`config.mk`:
```
export PLATFORM = sky130hd
export DESIGN_NAME = counter_74161_744040_dff
export DESIGN_NICKNAME = d
export VERILOG_FILES = /design/src/rtl/counter_74161_744040_dff.sv
export SDC_FILE = /design/constraint.sdc
export NUM_CORES = 1
export LEC_CHECK = 0
export CELL_PAD_IN_SITES_DETAIL_PLACEMENT = 0
export CELL_PAD_IN_SITES_GLOBAL_PLACEMENT = 1
export CORE_MARGIN = 3
export CORE_UTILIZATION = 32
export CTS_CLUSTER_DIAMETER = 40
export DETAILED_ROUTE_END_ITERATION = 16
export GPL_TIMING_DRIVEN = 0
export PLACE_DENSITY = 0.8
export REMOVE_ABC_BUFFERS = 1
export SETUP_SLACK_MARGIN = 0.3
export SLEW_MARGIN = 20
export SYNTH_ARGS = -nofsm -noshare
export SYNTH_HDL_FRONTEND = slang
export SYNTH_SLANG_ARGS = --single-unit
```
`constraint.sdc`:
```
create_clock -name clk -period 2.9 [get_ports clk]
set_input_delay 0.58 -clock clk [delete_from_list [all_inputs] [get_ports clk]]
set_output_delay 0.58 -clock clk [all_outputs]
set_load 0.02 [all_outputs]
```
`src/rtl/counter_74161_744040_dff.sv`:
```
// Three independent sections on one clock: a 74161-style 4-bit counter, a
// 74HC4040-style 12-bit counter and a 7474-style D flip-flop, all synchronous.
module counter_74161_744040_dff (
  input  logic        clk,
  input  logic        n_rst,
  // 4-bit counter
  input  logic        clr_n,
  input  logic        load_n,
  input  logic        enp,
  input  logic        ent,
  input  logic [3:0]  p,
  output logic [3:0]  q,
  output logic        rco,
  // 12-bit counter
  input  logic        clr,
  input  logic        cnt_en,
  output logic [11:0] cq,
  // D flip-flop
  input  logic        d,
  input  logic        n_sd,
  input  logic        n_cd,
  output logic        ff_q,
  output logic        ff_n_q
);

  // NOTE: state registers use non-blocking assignments so every section
  // samples its inputs at the same edge regardless of block ordering.
  always_ff @(posedge clk) begin
    if (!n_rst || !clr_n) begin
      q <= 4'h0;
    end else if (!load_n) begin
      q <= p;
    end else if (enp && ent) begin
      q <= q + 4'h1;
    end
  end

  // Carry looks only at ent, so cascaded stages can freeze higher digits via enp.
  assign rco = ent && (q == 4'hF);

  // The original part rippled on a falling clock; here one synchronous adder
  // advances the whole word at once, so no intermediate values appear on cq.
  always_ff @(posedge clk) begin
    if (!n_rst || clr) begin
      cq <= 12'h000;
    end else if (cnt_en) begin
      cq <= cq + 12'h001;
    end
  end

  // Set and clear together drive both outputs high, as the real part does.
  always_ff @(posedge clk) begin
    if (!n_rst) begin
      ff_q   <= 1'b0;
      ff_n_q <= 1'b1;
    end else if (!n_sd && !n_cd) begin
      ff_q   <= 1'b1;
      ff_n_q <= 1'b1;
    end else if (!n_cd) begin
      ff_q   <= 1'b0;
      ff_n_q <= 1'b1;
    end else if (!n_sd) begin
      ff_q   <= 1'b1;
      ff_n_q <= 1'b0;
    end else begin
      ff_q   <= d;
      ff_n_q <= ~d;
    end
  end

endmodule

```
Yosys cells after proc, flatten, opt, wreduce, memory -nomap -nowiden
Cells that the tools add are included.
Storage, ports and cells
  input bits: 15
  register bits: 18
  output and inout bits: 19
  word-level logic and storage cells: 27
Operators by class
  equality and inequality tests: 2
  $add $sub $neg: 2
  bitwise logic cells: 3
  reduce and logical (&&, ||, !) cells: 10
  mux-type cells: 6
Operator list (count)
  12-bit by 1-bit adder with 12-bit output, second input constant: 1
  4-bit two-way mux: 2
  4-bit by 1-bit adder with 4-bit output, second input constant: 1
  4-bit == test, second input constant: 1
  1-bit logical NOT: 4
  1-bit two-way mux: 4
  1-bit logical AND: 3
  1-bit NOT: 3
  3-bit OR reduction: 1
  1-bit logical OR: 2
  2-bit by 1-bit inequality test with 1-bit output, second input constant: 1

Logic depth before layout (Yosys ltp)
  depth in word-level cells: 3
  depth in mapped cells: 4
  depth with buffers taken out: 4

Least setup slack after synthesis
No wires, ideal clock.
  kind: reg2reg
  start: reg cq[0]
  end: reg cq[10]
  required time: 2829 ps
  path buffers: 0
  stages on the path, launching flop included: 5
  clock period less this slack: 1591 ps
  library setup time: 71 ps
  data arrival time: 1520 ps
  slack: 1309 ps
  cell sequence: dfxtp_1 > ha_1 > nand3_1 > or4_1 > a21oi_1
On the way
  cells in the longest elaborated chain, start to end: 1
Ends and longest elaborated chain
  start: declaration: RTL line 17  | output logic [11:0] cq,
  start signal: assignment: RTL line 47  | cq <= cq + 12'h001;
  12-bit by 1-bit adder with 12-bit output: RTL line 47
Every way passes these cells.
A chain may end at the register's enable or synchronous reset.

Worst setup path after layout
  start: in ent
  end: out rco
On the way
  cells in the longest elaborated chain, start to end: 1
Ends and longest elaborated chain
  start: declaration: RTL line 10  | input logic ent,
  1-bit logical AND: RTL line 39  | assign rco = ent && (q == 4'hF);
  end: declaration: RTL line 13  | output logic rco,
Every way passes these cells.

==> impl_metrics.tcl <==
set metrics [dict create \
    area_growth_pct 48.0 \
    p_leak_nw 0.406 \
    drtIter0Drc 8 \
    gp_congestion 0.698 \
    cp-startpoint "ent" \
    startpoint_type "input pin" \
    grt_pass1_wl_um 3100 \
    rows 17 \
    ant_nets 0 \
    arrival_ns 1.90 \
    fill_cells 218 \
    cts_buffers 3 \
    synth.distinct_cells 27 \
    slew_violations 0 \
    crit_end "rco" \
    end_kind "output pin" \
    wire_per_inst_um 11.8 \
    r2r_end "cq[10]" \
    dieArea_mm2 0.00317 \
    postPlaceCellArea_mm2 0.00116 \
    pin_count 34 \
    worstSetupPathType "in -> out" \
    cts_resized 0 \
    p_per_area_mw_per_mm2 388 \
    vdd_drop_max_mv 0.195 \
    worst_pin_slew_ns 0.459 \
    cts_hold_buf 0 \
    synth-async-reset-ratio_pct 0 \
    route.detailed.drc 0 \
    ys_warn_count 0 \
    fin_crit_ns 2.48 \
    cts_tree "built" \
    grt_use_total_pct 11.9 \
    fin_nets 141 \
    cts_setup_buffers 0 \
    synth-edff-count 0 \
    fp.coreArea_mm2 0.00230 \
    finalWirelength_um 1780 \
    synth_ff_type "dfxtp_1" \
    routed_via_density 5.17 \
    required_ns 2.32 \
    start_util_pct 35.3 \
    status "completed" \
    dpl_worst_slack_ns 0.433 \
    r2r_start "cq[0]" \
    slew_headroom_pct 69.4 \
    syn_area_um2 811 \
    fin_area_mm2 0.00120 \
    die_y_um 56.3 \
    dr_total_vias 781 \
    max_cap_viol_count 0 \
    finalCoreUtilization_pct 52.2 \
    grt_antenna_before_repair 0 \
    yosysSeqAreaShare_pct 44.4 \
    drive_above_1_share_pct 6.50 \
    cp_max_fo 4 \
    clk_path_buf_depth 2 \
    antenna_cells 0 \
    clkLatencyLatePin_ns 0.28 \
    reg2reg_slack_ns 1.34 \
    max_freq_mhz 404 \
    place_hpwl_um 1370 \
    fin_tns_setup_ns 0 \
    syn_avg_cell_area_um2 9.11 \
    syn_inst 89 \
    setup_viol 0 \
    grt_max_degree 13 \
    synth_seq_cells 18 \
    hold_violations 0 \
    portBuffers 33 \
    setup_ws_ns 0.423 \
    grt_overflow_total 0 \
    period_share_pct 85.4 \
    htreeDepth 1 \
    die_x_um 56.3 \
    hold_slack_ns 0.494 \
    worst-r2r-cell-count 4 \
    fin_skew_ns 0.00422 \
    cts_root_buf "clkbuf_4" \
    first_pass_iters 4 \
    grt_pass1_vias 735 \
    rsz0062_at_grt "false" \
    hp-class "reg -> reg" \
    cts.clk_slew.worst_paths_ns 0.11 \
    cts_sinks 18 \
]
==> registers in the layout (all words and copies together), names as in the netlist <==
signal  cells
cq         12
q           4
ff_n_q      1
ff_q        1
==> cell families after synthesis <==
family | count (synthesis) | synth area share, %
adders and majority gates | 2 | 3.09
buffers and inverters | 4 | 2.01
and+or+nand+nor | 36 | 26.1
muxes | 1 | 1.23
DFF | 18 | 44.4
xor gates and xnor gates | 6 | 6.48
AOI/OAI and AO/OA | 22 | 16.7
==> power breakdown <==
group          internal, mW  switching, mW
logic                0.0316         0.0237
registers             0.252        0.00489
clock network        0.0763         0.0764
total                 0.360          0.105
==> routing by layer <==
layer	wire length, um	vias to the layer above	GRT usage, %	part of all wire, %
met4	15	0	4.07	0.85
li1	-	402	-	-
met2	824	24	20.5	46
met5	0	-	0	0
met3	130	2	3.68	7.3
met1	805	353	13.8	45
==> cell usage after synthesis (3+ instances only) <==
library cell	count	area share, %
or4_1	3	2.8
nand4_1	4	3.1
nand3_1	5	3.1
o31ai_1	3	2.8
dfxtp_1	18	44
a21oi_1	7	4.3
nand2_1	7	3.2
xor2_1	5	5.4
o21ai_0	5	3.1
nor2_1	8	3.7
or3_1	3	2.3
==> through the flow <==
step	instances	total power, mW
3_3_place_gp	147	0.318
5_1_grt	151	0.491
4_1_cts	151	0.471
3_5_place_dp	147	0.319
2_1_floorplan	86	0.281
6_report	151	0.465
==> placed cells by master (no fill, tap or decap), types with 3 or more instances in the layout <==
cell type / count
o31ai_1: 3
clkdlybuf4s50_1: 33
o21ai_0: 5
or3_1: 3
a21oi_1: 7
nor2_1: 8
xor2_1: 5
nand2_1: 7
or4_1: 3
nand3_1: 5
nand4_1: 4
dfxtp_1: 18
clkbuf_4: 3
==> worst max-delay path, cell delays in order <==
cell and delay [ns]:
clkdlybuf4s50_1 0.51, and4_1 0.20, clkdlybuf4s50_1 0.61
==> worst min path at each step <==
| stage | startpoint | depth (start not counted) | slack [ns] | end |
|---|---|---|---|---|
| 6_report | cq[11] | 2 | 0.49 | cq[11] |
| 5_1_grt | cq[11] | 2 | 0.52 | cq[11] |
| 4_1_cts | cq[11] | 2 | 0.50 | cq[11] |
| 3_5_place_dp | cq[11] | 2 | 0.48 | cq[11] |
| 3_3_place_gp | cq[11] | 2 | 0.46 | cq[11] |
| 2_1_floorplan | cq[11] | 2 | 0.55 | cq[11] |
==> cell type report <==
type / count / area (um2) / area share, %
tap: 28 / 35.0 / 2.92
timing repair buffer: 33 / 330 / 27.5
multi-input combinational: 67 / 434 / 36.2
sequential: 18 / 360 / 30.0
inverter: 1 / 3.75 / 0.313
clock buffer: 4 / 36.3 / 3.02
(Power assumes the default switching activity.)
